`src/rtl/branch_pkg.sv`:
```
// Shared types and constants for the execute-stage branch/PC unit.
// Latency: n/a (declarations only). Backpressure: n/a.
package branch_pkg;

    localparam int              PC_W             = 32;
    localparam logic [PC_W-1:0] PC_INC           = 32'd4;
    localparam int              FLUSH_CNT_W      = 3;
    localparam int unsigned     FLUSH_CYCLES_DEF = 2;

    typedef enum logic [2:0] {
        F3_BEQ  = 3'b000,
        F3_BNE  = 3'b001,
        F3_RSV2 = 3'b010,
        F3_RSV3 = 3'b011,
        F3_BLT  = 3'b100,
        F3_BGE  = 3'b101,
        F3_BLTU = 3'b110,
        F3_BGEU = 3'b111
    } funct3_e;

    function automatic logic f3_is_unsigned(input funct3_e f3);
        return (f3 == F3_BLTU) || (f3 == F3_BGEU);
    endfunction

endpackage

```
`src/rtl/br_decide.sv`:
```
// Branch condition evaluation from funct3 and comparator flags.
// Latency: purely combinational. Backpressure: none, no state.
module br_decide
    import branch_pkg::*;
(
    input  logic [2:0] funct3_i,
    input  logic       less_i,
    input  logic       equal_i,
    output logic       cond_o,
    output logic       unsigned_o,
    output logic       illegal_o
);

    funct3_e f3;
    assign f3 = funct3_e'(funct3_i);

    always_comb begin
        cond_o     = 1'b0;
        illegal_o  = 1'b0;
        unsigned_o = f3_is_unsigned(f3);
        case (f3)
            F3_BEQ:            cond_o = equal_i;
            F3_BNE:            cond_o = !equal_i;
            F3_BLT,  F3_BLTU:  cond_o = less_i;
            F3_BGE,  F3_BGEU:  cond_o = !less_i;
            default:           illegal_o = 1'b1;
        endcase
    end

endmodule

```
`src/rtl/branch_ctrl.sv`:
```
// Branch resolution, PC register, redirect flush counter and misaligned-target flag.
// Latency: taken/unsigned/illegal combinational; pc/flush/misaligned one cycle after.
// Backpressure: stall_i holds the PC unless a redirect wins; flush counter ignores stall.
module branch_ctrl
    import branch_pkg::*;
#(
    parameter logic [PC_W-1:0] RESET_PC     = 32'h0000_0000,
    parameter int unsigned     FLUSH_CYCLES = FLUSH_CYCLES_DEF
) (
    input  logic            clk_i,
    input  logic            rst_ni,
    input  logic            stall_i,
    input  logic            is_branch_i,
    input  logic            is_jal_i,
    input  logic            is_jalr_i,
    input  logic [2:0]      funct3_i,
    input  logic            br_less_i,
    input  logic            br_equal_i,
    input  logic [PC_W-1:0] target_i,
    output logic            br_unsigned_o,
    output logic [PC_W-1:0] pc_o,
    output logic            taken_o,
    output logic            flush_o,
    output logic            misaligned_o,
    output logic            illegal_o
);

    localparam logic [FLUSH_CNT_W-1:0] FLUSH_LD = FLUSH_CNT_W'(FLUSH_CYCLES);

    logic [PC_W-1:0]        pc_q, pc_d;
    logic [FLUSH_CNT_W-1:0] flush_cnt_q, flush_cnt_d;
    logic                   misaligned_q, misaligned_d;

    logic            dec_cond, dec_unsigned, dec_illegal;
    logic            flush_active, valid_ctl, cond, fire;
    logic [PC_W-1:0] eff_target;

    br_decide u_br_decide (
        .funct3_i   (funct3_i),
        .less_i     (br_less_i),
        .equal_i    (br_equal_i),
        .cond_o     (dec_cond),
        .unsigned_o (dec_unsigned),
        .illegal_o  (dec_illegal)
    );

    assign flush_active = (flush_cnt_q != '0);
    // Anything sitting in execute during a flush is a squashed younger instruction.
    assign valid_ctl    = (is_branch_i | is_jal_i | is_jalr_i) & !flush_active;

    // JALR wins over JAL over branch; for the condition the OR already encodes that.
    assign cond       = is_jalr_i | is_jal_i | (is_branch_i & dec_cond);
    assign eff_target = is_jalr_i ? {target_i[PC_W-1:1], 1'b0} : target_i;
    assign fire       = valid_ctl & cond;

    assign taken_o       = fire & !eff_target[1];
    assign br_unsigned_o = is_branch_i & dec_unsigned;
    assign illegal_o     = is_branch_i & dec_illegal;

    always_comb begin
        pc_d = pc_q + PC_INC;
        if (taken_o) begin
            pc_d = eff_target;
        end else if (stall_i) begin
            pc_d = pc_q;
        end
    end

    always_comb begin
        flush_cnt_d = flush_cnt_q;
        if (taken_o) begin
            flush_cnt_d = FLUSH_LD;
        end else if (flush_active) begin
            flush_cnt_d = flush_cnt_q - 1'b1;
        end
    end

    assign misaligned_d = fire & eff_target[1];

    always_ff @(posedge clk_i) begin
        if (!rst_ni) begin
            pc_q         <= RESET_PC;
            flush_cnt_q  <= '0;
            misaligned_q <= 1'b0;
        end else begin
            pc_q         <= pc_d;
            flush_cnt_q  <= flush_cnt_d;
            misaligned_q <= misaligned_d;
        end
    end

    assign pc_o         = pc_q;
    assign flush_o      = flush_active;
    assign misaligned_o = misaligned_q;

endmodule

```
`config.mk`:
```
export PLATFORM = sky130hd
export DESIGN_NAME = branch_ctrl
export DESIGN_NICKNAME = d
export VERILOG_FILES = /design/src/rtl/branch_pkg.sv /design/src/rtl/br_decide.sv /design/src/rtl/branch_ctrl.sv
export SDC_FILE = /design/constraint.sdc
export NUM_CORES = 1
export LEC_CHECK = 0
export ABC_AREA = 1
export BUFFER_PORTS_ARGS = -buffer_cell sky130_fd_sc_hd__buf_2
export CAP_MARGIN = 20
export CORE_ASPECT_RATIO = 1.5
export CORE_UTILIZATION = 50
export CTS_CLUSTER_DIAMETER = 200
export DETAILED_ROUTE_END_ITERATION = 12
export HOLD_SLACK_MARGIN = 0.03
export PLACE_DENSITY = 0.77
export SLEW_MARGIN = 20
export SYNTH_ARGS = -nofsm -noshare
export SYNTH_HDL_FRONTEND = slang
export SYNTH_HIERARCHICAL = 1
export SYNTH_SLANG_ARGS = --single-unit
```
`constraint.sdc`:
```
create_clock -name clk_i -period 1.5 [get_ports clk_i]
set_input_delay 0 -clock clk_i [delete_from_list [all_inputs] [get_ports clk_i]]
set_output_delay 0 -clock clk_i [all_outputs]
set_load 0.03 [all_outputs]
```
# Word level (Yosys, flattened, before mapping)

Cells that the tools add are included.

Register bits: 36
Bits in latches: 0
Bits in writable memories: 0
ROM bits: 0
Bits of input ports: 43
Output and inout port bits: 37
Logic and storage cells: 43
Memories kept: 0

$add $sub $neg: 2
Multipliers: 0
Div/mod/pow operators: 0
Magnitude comparators: 0
Equality and inequality tests: 6
Shifts and indexed selects: 0
Muxes and demuxes: 7
Bitwise logic cells: 12
Reduce and logical (&&, ||, !) cells: 12

Operators with widths:

| kind                                                  | count |
|---|---|
| 2-to-1 mux 32 bit                                     | 2 |
| adder 32 x 3 -> 32 bit, second input constant         | 1 |
| == test 3 bit, second input constant                  | 4 |
| bitwise AND 1 bit                                     | 7 |
| OR reduction 2 bit                                    | 3 |
| OR reduction 6 bit                                    | 1 |
| logical NOT 1 bit                                     | 4 |
| 2-to-1 mux 2 bit                                      | 2 |
| OR 1 bit                                              | 4 |
| case mux 1 bit (4 select lines)                       | 1 |
| == test 3 x 1 -> 1 bit, second input constant         | 1 |
| logical NOT 3 bit                                     | 1 |
| nonzero test 3 bit                                    | 1 |
| subtractor 3 x 1 -> 3 bit, second input constant      | 1 |
| 2-to-1 mux 1 bit                                      | 2 |
| inequality test 2 x 1 -> 1 bit, second input constant | 1 |
| nonzero test 2 bit                                    | 1 |
| logical OR 1 bit                                      | 1 |
| NOT 1 bit                                             | 1 |

# Depth between registers and ports, before layout

Gate-level depths: netlist of the first run.

Depth in word-level cells: 8
Gate-level depth with buffers: 13
Mapped depth without buffers: 12

# Hierarchy

Netlist of the first run, hierarchy kept.

Modules (own cells, without submodules):

| module      | instances | cells an instance | area an instance (µm²) |
|---|---|---|---|
| branch_ctrl | 1         | 409               | 2527.4 |
| br_decide   | 1         | 15                | 65.1 |

# Worst setup path before layout of the first run

Ideal clock, no wire load.

Path kind: flip-flop to flip-flop
From: register pc_q[2] (netlist: pc_o[2])
To: register pc_q[16] (netlist: pc_o[16])
Setup time: 131 ps
Arrival: 1545 ps
Data required time: 1369 ps
Setup slack: -176 ps
Cell stages (with the launch flop): 11
Buffers on the path: 0
Period minus slack after synthesis: 1676 ps
Path through: dfxtp_1 > ha_1 > nand2_2 > nor3_2 > inv_2 > nor2_2 > nand2_1 > nand3_1 > nand2_1 > nor2_1 > nor2_1

Cells in the longest elaborated chain, start to end: 3

Ends and longest elaborated chain:

| element                | line              | RTL |
|---|---|---|
| from (decl)            | branch_ctrl.sv:30 | `logic [PC_W-1:0] pc_q, pc_d;` |
| from (signal assigned) | branch_ctrl.sv:86 | `pc_q <= pc_d;` |
| adder 32 x 3 -> 32 bit | branch_ctrl.sv:61 | `pc_d = pc_q + PC_INC;` |
| 2-to-1 mux 32 bit      | branch_ctrl.sv:64 | `end else if (stall_i) begin` |
| 2-to-1 mux 32 bit      | branch_ctrl.sv:62 | `if (taken_o) begin` |

Every way passes these cells. The select of a mux whose other input is x is not followed.
A chain may end at the register's enable or synchronous reset.

# Final worst setup path of the first run

From: register flush_cnt_q[0]
To: register pc_q[7] (netlist: pc_o[7])

Cells in the longest elaborated chain, start to end: 6
Elaborated cells on any way between the ends: 7
Classes of those cells: eq/ne (1); mux (1); bitwise (3); reduce/logical (2)

Ends and longest elaborated chain:

| element                                                                       | line              | RTL |
|---|---|---|
| from (decl)                                                                   | branch_ctrl.sv:31 | `logic [FLUSH_CNT_W-1:0] flush_cnt_q, flush_cnt_d;` |
| from (signal assigned)                                                        | branch_ctrl.sv:87 | `flush_cnt_q <= flush_cnt_d;` |
| nonzero test 3 bit *                                                          | branch_ctrl.sv:47 | `assign flush_active = (flush_cnt_q != '0);` |
| logical NOT 1 bit *                                                           | branch_ctrl.sv:49 | `assign valid_ctl = (is_branch_i \| is_jal_i \| is_jalr_i) & !flush_active;` |
| bitwise AND 1 bit *                                                           | branch_ctrl.sv:49 |  |
| bitwise AND 1 bit *                                                           | branch_ctrl.sv:54 | `assign fire = valid_ctl & cond;` |
| bitwise AND 1 bit *                                                           | branch_ctrl.sv:56 | `assign taken_o = fire & !eff_target[1];` |
| inequality test 2 x 1 -> 1 bit (no line) or 2-to-1 mux 32 bit (tied branches) | -                 |  |

Mark *: on every way between the ends. The rest lies on a longest branch, timed or not.

==> metrics.md, run 1 <==
| Metric | Value |
|---|---|
| Asr flop ratio synth | 0% |
| Violated checks | setup timing |
| Placed cell areas | between 0.003 and 0.004 mm^2 |
| Hold Violations, Final | 0 |
| R2R cell count | 8 |
| Unrepaired setup endpoints after global routing | yes |
| Worst VDD drop | approximately 0.0011 V |
| CP Data Arrival Time | about 1.8 ns |
| Boundary pin count | 80 |
| Period Utilization, post-route | 107% |
| Max incr delay on CP | around 0.33 ns |
| CTS tree | yes |
| CP max FO | 8 |
| Startpoint Class | flop |
| # rows | 31 |
| I/O Buffers | between 70 and 80 |
| Worst slew pin tran | around 0.32 ns |
| R2R setup slack | -0.11 ns |
| Tmin final | 1.61 ns |
| Status | finished, violations left |
| MaxCap Viol Count | 0 |
| Syn_area_per_cell | about 6 um^2 |
| Vias per cell | roughly 5.4 |
| Nets@finish | slightly above 600 |
| H-tree depth | 2 |
| Routed length per instance | 14.3 um |
| Placed Cells | a little under 600 |
| Seq pwr share | roughly 28% |
| Height of the die | about 90 um |
| Clock latency on the worst-skew pair | approximately 0.29 ns |
| Antenna violations before repair | 0 |
| DR DRC count | 0 |
| Largest net degree at the start of global routing | 27 |
| R2R Path Start | flush_cnt_q[0] |
| Post-DP HPWL | 6.13 mm |
| Tot GR Track Use | about 31% |
| Reg-to-reg endpoint | pc_o[7] |
| Register area share after synthesis | between 20 and 30% |
| Commonest non-fill, non-tap cell in the layout | nand2_1 |
| Core area | just under 0.005 mm^2 |
| Share of cells above drive strength 1 | a little over a third |
| CP cell instances | nor2_2, ha_2, nand3_4, buf_12, buf_8, o21ai_2, o211ai_1, a21oi_1 |
| Final setup fails | 6 |
| Worst Hold Path EP | pc_o[31] |
| Crit end category | flop |
| Predominant post-synthesis flop cell | dfxtp_1 |
| EDFF count, synth | 0 |
| Hold crit path type | primary input to flop |
| Hold_sp | target_i[31] |
| Net Sw Frac | 45.5% |
| Vias | roughly 3,400 |
| GP Congestion | 0.969 |
| Hold depth | 5 |
| Pint | 2.85 mW |
| Slew Limit Fails | 0 |
| Delay-heaviest family, CP | compound AO/OA/AOI/OAI gates |
| Switch Pwr | ~2.4 mW |
| Syn. warnings | 6 |
| Clk sinks | 36 |
| Cell area after synthesis | roughly 0.0026 mm^2 |
| Die area | 0.00548 mm^2 |
| DIE WIDTH | between 60 and 70 um |
| CP max-delay cell | dfxtp_2 |
| Final Power | 5.24 mW |
| Leak | between 1.5 and 2 nW |
| Antenna fix cells | 0 |
| Req. time, crit path | 1.71 ns |
| Mapped Nets | ~470 |
| Layout area overhead | 49.0% |
| ANT nets after route | 0 |
| Drt pass-1 iters | 5 |
| PD cells | 1360 mW/mm^2 |
| Peak Freq | 623 MHz |
| Layout Cells excl Fill | roughly 630 |
| CTS clock-pin slew for the worst setup and hold paths | ~0.080 ns |
| Mapped Cells | ~420 |
| Drt total wl | between 8 and 9 mm |
| Initial DRC count | ~190 |
| Clock buffer depth | 2 |
| CTS buffer count | 5 |
| Initial core utilization | ~53% |
| Fillers | slightly below 400 |
| Combinational power share | 57.8% |
| Grt ovf | 0 |
| Vias in the first global route | 3,164 |
| Max-slew headroom | 78.3% |
| Root buf cell | clkbuf_8 |
| Worst Path Buf+Inv | 2 |
| Setup CP Type | flop to flop |
| Hold WS | between 0.08 and 0.09 ns |
| Clock share of power | roughly 14% |
| Most frequent cells in the layout | nand2_1, buf_2, inv_1, nor2_1, nand3_1 |
| Post-Layout Inst Area | about 0.0039 mm^2 |
| Unique masters post-synth | 33 |
| Final WS setup | -0.106 ns |
| First-pass GRT wire length | around 13 mm |
| Clk_skew | 0.00384 ns |
| Synth Register Bits | 36 |
worst min-delay path, cell delays in order:
cell and delay, ns:
buf_2 0.07, o21ai_0 0.07, inv_1 0.05, nand2_1 0.06
a21oi_2 0.10
metrics by stage:
| stage | utilization, % | setup WS, ns | setup TNS, ns |
|---|---|---|---|
| final | 79.1 | -0.106 | -0.185 |
| after global routing | 79.1 | -0.177 | -1.68 |
| after CTS | 72.9 | 0.00328 | 0 |
| after detailed placement | 66.3 | -0.0417 | -0.350 |
| after global placement | 66.3 | 0.0105 | 0 |
| after floorplan | - | 0.00823 | 0 |
cells by family (layout without fill, tap and decap cells):
family          after synthesis  after routing  share of synthesized area, %
compound gates               62             62                          14.0
flops                        36             36                          27.8
xor+xnor                      3              3                          1.01
buf+inv                      70            206                          11.4
fa+ha+maj                     2              2                         0.965
simple gates                251            251                          44.8
Yosys cell counts (2+ instances only):
| master | count | share of area (%) |
|---|---|---|
| nand3b_1 | 4 | 1.2 |
| nor2_1 | 47 | 6.8 |
| nand2_2 | 8 | 1.9 |
| nand4_1 | 3 | 0.72 |
| ha_1 | 2 | 0.97 |
| buf_2 | 8 | 1.5 |
| nand2_4 | 2 | 0.87 |
| buf_4 | 3 | 0.87 |
| nor2_4 | 6 | 2.6 |
| inv_1 | 43 | 6.2 |
| o211ai_1 | 6 | 1.7 |
| nor2_2 | 8 | 1.9 |
| inv_2 | 11 | 1.6 |
| clkinv_1 | 2 | 0.29 |
| nand3_1 | 39 | 7.5 |
| dfxtp_1 | 36 | 28 |
| nand2_1 | 126 | 18 |
| o21ai_0 | 21 | 4.1 |
| a21oi_2 | 5 | 1.7 |
| xor2_1 | 3 | 1.0 |
| or2_2 | 2 | 0.48 |
| a21oi_1 | 15 | 2.9 |
| a31oi_1 | 14 | 3.4 |
state kept, by name, summed over array words and instances, names as in the netlist:
signal	flops
pc_o	32
flush_cnt_q	3
misaligned_o	1
power groups by stage:
stage / sequential, mW / clock, mW / combinational [mW]
CTS: 1.43 / 0.742 / 2.52
floorplan: 1.80 / 0 / 1.24
global placement: 1.44 / 0 / 2.38
detailed placement: 1.45 / 0 / 2.43
global route: 1.50 / 0.776 / 3.28
finish: 1.47 / 0.745 / 3.03
how the worst max path moves through the flow:
stage | start | end | slack, ns | cells after the start
after floorplan | pc_o[10] | pc_o[25] | 0.008 | 9
after global placement | flush_cnt_q[1] | pc_o[15] | 0.01 | 8
after detailed placement | flush_cnt_q[1] | pc_o[3] | -0.04 | 8
after CTS | pc_o[16] | pc_o[27] | 0.003 | 9
after global routing | flush_cnt_q[0] | pc_o[7] | -0.18 | 8
final | flush_cnt_q[0] | pc_o[7] | -0.11 | 8
layout make-up:
class	instances	area [um^2]	share of cell area (%)
clock buffer	6	82.6	2.14
timing repair inverter	1	8.76	0.227
sequential	36	739	19.1
tap	66	82.6	2.14
timing repair buffer	141	1040	26.9
inverter	56	225	5.83
multi-input combinational	318	1680	43.4
clock inverter	2	10.0	0.259
per-layer routing:
metal	GRT usage [%]	share of wire, %	vias up
met5	0	0	-
met4	11.6	3.4	0
met3	4.32	4.9	28
met2	60.1	55	145
met1	31.2	37	1547
li1	-	-	1631
what timing repair did:
action                                  CTS  global route
endpoints found under the setup margin   20            28
pin swaps                                 1            13
endpoints found under the hold margin    18             0
setup buffers                             1             8
hold buffers                             20             0
resized for setup                         9            48
cloned                                    0             4
(Power assumes the default switching activity.)
==> run 2, diff against run 1 <==
--- a/config.mk
+++ b/config.mk
@@ -6,14 +6,14 @@
 export NUM_CORES = 1
 export LEC_CHECK = 0
 export ABC_AREA = 1
-export BUFFER_PORTS_ARGS = -buffer_cell sky130_fd_sc_hd__buf_2
 export CAP_MARGIN = 20
 export CORE_ASPECT_RATIO = 1.5
 export CORE_UTILIZATION = 50
 export CTS_CLUSTER_DIAMETER = 200
 export DETAILED_ROUTE_END_ITERATION = 12
+export DONT_BUFFER_PORTS = 1
 export HOLD_SLACK_MARGIN = 0.03
-export PLACE_DENSITY = 0.77
+export PLACE_DENSITY = 0.64
 export SLEW_MARGIN = 20
 export SYNTH_ARGS = -nofsm -noshare
 export SYNTH_HDL_FRONTEND = slang
==> metrics.md, run 2 (same netlist as run 1, synthesis figures left out) <==
| Metric | Value |
|---|---|
| ANT nets after route | 0 (unchanged) |
| Setup TNS | -0.0187 ns (was -0.185 ns) |
| Setup CP Type | flop to flop (unchanged) |
| CP Data Arrival Time | 1.74 ns (was 1.81 ns) |
| Crit end category | flop (unchanged) |
| GP Congestion | 0.946 (was 0.969) |
| Drt pass-1 iters | 7 (was 5) |
| Final Core Density | 78.5% (was 79.1%) |
| I/O Buffers | 0 (was 79) |
| Vias | 3,139 (was 3,351) |
| Die area | 0.00548 mm^2 (unchanged) |
| PD cells | 1380 mW/mm^2 (was 1360 mW/mm^2) |
| Period Utilization, post-route | 101% (was 107%) |
| MaxCap Viol Count | 0 (unchanged) |
| Core area | 0.00489 mm^2 (unchanged) |
| Routed length per instance | 15.3 um (was 14.3 um) |
| Worst VDD drop | 0.00135 V (was 0.00114 V) |
| Pint | 2.92 mW (was 2.85 mW) |
| Antenna fix cells | 0 (unchanged) |
| Layout Cells excl Fill | 586 (was 626) |
| Drt total wl | 8.96 mm (was 8.93 mm) |
| # rows | 31 (unchanged) |
| Antenna violations before repair | 0 (unchanged) |
| Grt ovf | 0 (unchanged) |
| Clock buffer depth | 2 (unchanged) |
| Largest net degree at the start of global routing | 26 (was 27) |
| Hold WS | 0.0261 ns (was 0.0899 ns) |
| Violated checks | setup timing (unchanged) |
| Net Sw Frac | 44.9% (was 45.5%) |
| CTS clock-pin slew for the worst setup and hold paths | 0.08 ns (about the same) |
| Max reg flops | 32 (unchanged) |
| Reg-to-reg endpoint | pc_o[20] (was pc_o[7]) |
| Switch Pwr | 2.38 mW (was 2.39 mW) |
| Clock share of power | 14.0% (was 14.2%) |
| Clk sinks | 36 (unchanged) |
| Placed cell areas | 0.00302 mm^2 (was 0.00324 mm^2) |
| Leak | 1.60 nW (was 1.75 nW) |
| Pre-CTS setup slack | -0.0451 ns (was -0.0417 ns) |
| Fillers | 389 (was 391) |
| Initial DRC count | 186 (unchanged) |
| Tmin final | 1.51 ns (was 1.61 ns) |
| Boundary pin count | 80 (unchanged) |
| Height of the die | 90.2 um (unchanged) |
| DIE WIDTH | 60.8 um (unchanged) |
| R2R cell count | 10 (was 8) |
| Initial core utilization | 53.0% (unchanged) |
| DR DRC count | 0 (unchanged) |
| First-pass GRT wire length | 13.3 mm (about the same) |
| CTS tree | yes (unchanged) |
| Req. time, crit path | 1.73 ns (was 1.71 ns) |
| Crit path to | pc_o[20] (was pc_o[7]) |
| Layout area overhead | 48.0% (was 49.0%) |
| Post-Layout Inst Area | 0.00384 mm^2 (was 0.00386 mm^2) |
| Hold crit path type | primary input to flop (unchanged) |
| Hold Violations, Final | 0 (unchanged) |
| Nets@finish | 564 (was 604) |
| Combinational power share | 58.7% (was 57.8%) |
| R2R setup slack | -0.01 ns (was -0.11 ns) |
| R2R Path Start | flush_cnt_q[0] (unchanged) |
| Worst slew pin tran | 0.564 ns (was 0.324 ns) |
| Commonest non-fill, non-tap cell in the layout | nand2_1 (unchanged) |
| Final WS setup | -0.0127 ns (was -0.106 ns) |
| Tot GR Track Use | 32.0% (was 31.1%) |
| Seq pwr share | 27.3% (was 28.0%) |
| Most frequent cells in the layout | nand2_1, buf_4, inv_1, nor2_1, nand3_1 (was nand2_1, buf_2, inv_1, nor2_1, nand3_1) |
| Post-DP HPWL | 5.88 mm (was 6.13 mm) |
| Clk_skew | 0.00564 ns (was 0.00384 ns) |
| Share of cells above drive strength 1 | 30.8% (was 36.4%) |
| Root buf cell | clkbuf_8 (unchanged) |
| CP max FO | 6 (was 8) |
| Unrepaired setup endpoints after global routing | yes (unchanged) |
| Clock latency on the worst-skew pair | 0.30 ns (was 0.29 ns) |
| Critical path launch point | flush_cnt_q[0] (unchanged) |
| Startpoint Class | flop (unchanged) |
| Vias per cell | 5.36 (was 5.35) |
| Placed Cells | 526 (was 585) |
| CTS buffer count | 5 (unchanged) |
| Final setup fails | 2 (was 6) |
| H-tree depth | 2 (unchanged) |
| Vias in the first global route | 2,986 (was 3,164) |
| Peak Freq | 661 MHz (was 623 MHz) |
| Status | finished, violations left (unchanged) |
| Max-slew headroom | 62.3% (was 78.3%) |
| Slew Limit Fails | 0 (unchanged) |
| Final Power | 5.30 mW (was 5.24 mW) |
[run 2: cell type report]
type | count | area (um^2) | share of cell area, %
multi-input cells | 318 | 1690 | 44.2
repair buffers | 102 | 1010 | 26.3
flip-flops and latches | 36 | 744 | 19.4
inverters | 56 | 218 | 5.68
clock buffers | 8 | 90.1 | 2.35
well taps | 66 | 82.6 | 2.15
[run 2: timing repair]
| item | in CTS | in global routing |
|---|---|---|
| hold buffers | 35 | 1 |
| hold endpoints to repair | 33 | 1 |
| gates cloned | 0 | 4 |
| endpoints found under the setup margin | 19 | 30 |
| buffers inserted | 2 | 10 |
| pin swaps | 1 | 25 |
| resized for setup | 4 | 67 |
[run 2: metal layers]
layer	vias to the layer above	wire length [um]	track usage (%)
met3	25	475	5.76
met4	0	297	11.0
met5	-	0	0
met2	117	4850	57.9
li1	1556	-	-
met1	1441	3340	35.6
[run 2: power by group through the flow]
stage	Combinational [mW]	Sequential [mW]	Clock, mW
floorplan	1.24	1.80	0
global route	3.37	1.48	0.793
finish	3.11	1.45	0.742
global placement	2.37	1.43	0
detailed placement	2.41	1.43	0
CTS	2.54	1.41	0.741
[run 2: worst min-delay path by stage]
stage | cells past startpoint | slack (ns) | to | from
5_1_grt | 4 | 0.04 | pc_o[20] | target_i[20]
3_3_place_gp | 2 | 0.13 | pc_o[8] | rst_ni
3_5_place_dp | 2 | 0.14 | pc_o[8] | rst_ni
4_1_cts | 4 | 0.04 | pc_o[28] | target_i[28]
2_1_floorplan | 2 | 0.13 | pc_o[8] | rst_ni
6_report | 4 | 0.03 | pc_o[20] | target_i[20]
[run 2: worst max-delay path, cell delays in order (launching register included)]
cell and delay (ns):
dfxtp_2 0.33, nor2_2 0.11, ha_2 0.21, nand3_4 0.08
buf_12 0.16, nand2_8 0.11, buf_8 0.14, o21ai_1 0.07
inv_1 0.06, nand2_1 0.05, a21oi_1 0.13
==> run 3, diff against run 2 <==
--- a/config.mk
+++ b/config.mk
@@ -5,7 +5,6 @@
 export SDC_FILE = /design/constraint.sdc
 export NUM_CORES = 1
 export LEC_CHECK = 0
-export ABC_AREA = 1
 export CAP_MARGIN = 20
 export CORE_ASPECT_RATIO = 1.5
 export CORE_UTILIZATION = 50
==> metrics.md, run 3 <==
| Metric | Value |
|---|---|
| WL met1 | 2.93 mm (was 3.34 mm) |
| R2R setup slack | -0.30 ns (was -0.01 ns) |
| Count leader, synth | dfxtp_1 (was nand2_1) |
| CP Data Arrival Time | 1.99 ns (was 1.74 ns) |
| Hold Violations, Final | 0 (unchanged) |
| Vias per cell | 6.36 (was 5.36) |
| Synth Register Bits | 36 (unchanged) |
| Share of cells above drive strength 1 | 49.2% (was 30.8%) |
| Nets@finish | 375 (was 564) |
| Violated checks | setup timing (unchanged) |
| Syn. warnings | 6 (unchanged) |
| # rows | 27 (was 31) |
| Initial DRC count | 111 (was 186) |
| Crit end category | flop (unchanged) |
| Tmin final | 1.80 ns (was 1.51 ns) |
| R2R Path Start | pc_o[2] (was flush_cnt_q[0]) |
| Clock latency on the worst-skew pair | 0.30 ns (about the same) |
| Req. time, crit path | 1.70 ns (was 1.73 ns) |
| Tot GR Track Use | 33.5% (was 32.0%) |
| Startpoint Class | flop (unchanged) |
| Hold WS | 0.112 ns (was 0.0261 ns) |
| Area of the multi-input gates | 0.00148 mm^2 (was 0.00169 mm^2) |
| Clk sinks | 36 (unchanged) |
| I/O Buffers | 0 (unchanged) |
| Placed Cells | 319 (was 526) |
| Register area share after synthesis | 37.0% (was 27.8%) |
| Clk_skew | 0.00505 ns (was 0.00564 ns) |
| Height of the die | 78.4 um (was 90.2 um) |
| Area leader, netlist | dfxtp_1 (unchanged) |
| Worst slew pin tran | 1.21 ns (was 0.564 ns) |
| Layout area overhead | 79.2% (was 48.0%) |
| Predominant post-synthesis flop cell | dfxtp_1 (unchanged) |
| GP Congestion | 0.839 (was 0.946) |
| Leak | 1.46 nW (was 1.60 nW) |
| Slew Limit Fails | 0 (unchanged) |
| Antenna violations before repair | 0 (unchanged) |
| Drt total wl | 8.95 mm (was 8.96 mm) |
| Reg-to-reg endpoint | pc_o[26] (was pc_o[20]) |
| Post-DP HPWL | 4.14 mm (was 5.88 mm) |
| Asr flop ratio synth | 0% (unchanged) |
| Crit path to | pc_o[26] (was pc_o[20]) |
| PD cells | 1650 mW/mm^2 (was 1380 mW/mm^2) |
| DR top layer | met4 (unchanged) |
| Fillers | 109 (was 389) |
| Pre-CTS setup slack | -0.0784 ns (was -0.0451 ns) |
| Max-slew headroom | 19.6% (was 62.3%) |
| Final setup fails | 30 (was 2) |
| Worst VDD drop | 0.00190 V (was 0.00135 V) |
| DIE WIDTH | 52.9 um (was 60.8 um) |
| Peak Freq | 557 MHz (was 661 MHz) |
| First-pass GRT wire length | 10.1 mm (was 13.3 mm) |
| Setup CP Type | flop to flop (unchanged) |
| Most frequent cells in the layout | buf_4, dlygate4sd3_1, a21oi_1, dfxtp_4, xnor2_1 (was nand2_1, buf_4, inv_1, nor2_1, nand3_1) |
| Hold crit path type | primary input to flop (unchanged) |
| Final Core Density | 94.7% (was 78.5%) |
| Core area | 0.00368 mm^2 (was 0.00489 mm^2) |
| DR DRC count | 0 (unchanged) |
| Clock buffer depth | 2 (unchanged) |
| FF+latch area | 793 um^2 (was 744 um^2) |
| Grt ovf | 0 (unchanged) |
| Period Utilization, post-route | 120% (was 101%) |
| Routed length per instance | 23.9 um (was 15.3 um) |
| Syn_area_per_cell | 8.35 um^2 (was 6.11 um^2) |
| R2R cell count | 7 (was 10) |
| Yosys top cell area share | 37.0% (was 27.8%) |
| Unique masters post-synth | 35 (was 33) |
| MaxCap Viol Count | 0 (unchanged) |
| CTS clock-pin slew for the worst setup and hold paths | 0.08 ns (about the same) |
| Metal2 WL | 4.80 mm (was 4.85 mm) |
| Synth top area cells | dfxtp_1, xnor2_1, xor2_1 (was dfxtp_1, nand2_1, nand3_1) |
| Initial core utilization | 52.8% (was 53.0%) |
| Root buf cell | clkbuf_8 (unchanged) |
| EDFF count, synth | 0 (unchanged) |
| Final WS setup | -0.295 ns (was -0.0127 ns) |
| Boundary pin count | 80 (unchanged) |
| Vias | 2,378 (was 3,139) |
| Layout Cells excl Fill | 374 (was 586) |
| Die area | 0.00415 mm^2 (was 0.00548 mm^2) |
| ANT nets after route | 0 (unchanged) |
| CTS buffer count | 5 (unchanged) |
| H-tree depth | 2 (unchanged) |
| Routed wl met3 | 639 um (was 475 um) |
| Critical path launch point | pc_o[2] (was flush_cnt_q[0]) |
| CP max FO | 7 (was 6) |
| Max reg flops | 32 (unchanged) |
| Largest net degree at the start of global routing | 28 (was 26) |
| Cell area after synthesis | 0.00195 mm^2 (was 0.00259 mm^2) |
| Status | finished, violations left (unchanged) |
| Antenna fix cells | 0 (unchanged) |
| Mapped Nets | 278 (was 469) |
| Drt pass-1 iters | 6 (was 7) |
| Unrepaired setup endpoints after global routing | yes (unchanged) |
| Vias in the first global route | 2,270 (was 2,986) |
| Final Power | 5.74 mW (was 5.30 mW) |
| Commonest non-fill, non-tap cell in the layout | buf_4 (was nand2_1) |
| Mapped Cells | 233 (was 424) |
| Top cells by count, synth | dfxtp_1, a21oi_1, o21ai_0 (was nand2_1, nor2_1, inv_1) |
| CTS tree | yes (unchanged) |
## run 3: changes by cell type after synthesis, sizes merged, moves of 13 or more
cell,previous run,this run
xnor2,0,18
nand3,40,12
inv,54,8
nand2,136,17
a31oi,14,1
nor2,62,18
## run 3: how the worst min path moves through the flow
stage / cells past startpoint / end / from
2_1_floorplan: 2 / misaligned_o / target_i[1]
3_3_place_gp: 2 / misaligned_o / target_i[1]
3_5_place_dp: 2 / misaligned_o / target_i[1]
4_1_cts: 2 / pc_o[2] / rst_ni
5_1_grt: 3 / pc_o[15] / target_i[1]
6_report: 3 / pc_o[21] / target_i[1]
## run 3: power breakdown
| part | leakage [nW] | switching, mW | internal (mW) |
|---|---|---|---|
| combinational | 1.08 | 1.78 | 1.23 |
| clock | 0.0765 | 0.407 | 0.765 |
| sequential | 0.310 | 0.257 | 1.31 |
| total | 1.46 | 2.45 | 3.30 |
## run 3: cell families (layout without fill, tap and decap cells)
group | after synthesis | after routing | share of synthesized area (%)
compound gates | 55 | 55 | 15.6
xor+xnor | 32 | 32 | 14.4
fa+ha+maj | 2 | 2 | 1.29
buf+inv | 20 | 118 | 4.44
flops | 36 | 36 | 37.0
mux | 1 | 1 | 0.514
simple gates | 87 | 87 | 26.7
## run 3: what timing repair did
action / in CTS / in global routing
setup endpoints to repair: 12 / 33
hold endpoints to repair: 35 / 0
hold buffers: 37 / 0
buffers inserted: 8 / 3
pin swaps: 21 / 22
gates resized for setup: 30 / 57
## run 3: critical path: stages, from the launching register on
cell	delay, ns
dfxtp_4	0.39
ha_4	0.14
and4b_2	0.26
nand4_4	0.11
buf_12	0.18
nor3_4	0.19
xnor2_2	0.15
o21ai_1	0.28
## run 3: area by class of cell
type                            instances  area share, %
Clock inverter                          2           1.72
Multi-Input combinational cell        177           42.6
Clock buffer                            6           2.69
Inverter                                8           1.22
Sequential cell                        36           22.8
Tap cell                               43           1.54
Timing Repair Buffer                  102           27.5
## run 3: metrics by stage
stage	instance area, um^2	setup TNS, ns
detailed placement	2520	-0.306
floorplan	2130	-0.709
finish	3490	-2.86
CTS	3230	-0.883
global placement	2520	-0.0738
global route	3490	-4.86
## run 3: layer usage
| metal | global-route usage (%) | vias up |
|---|---|---|
| met3 | 8.33 | 58 |
| met4 | 17.6 | 0 |
| met1 | 29.7 | 1149 |
| met2 | 64.3 | 150 |
| li1 | - | 1021 |
| met5 | 0 | - |
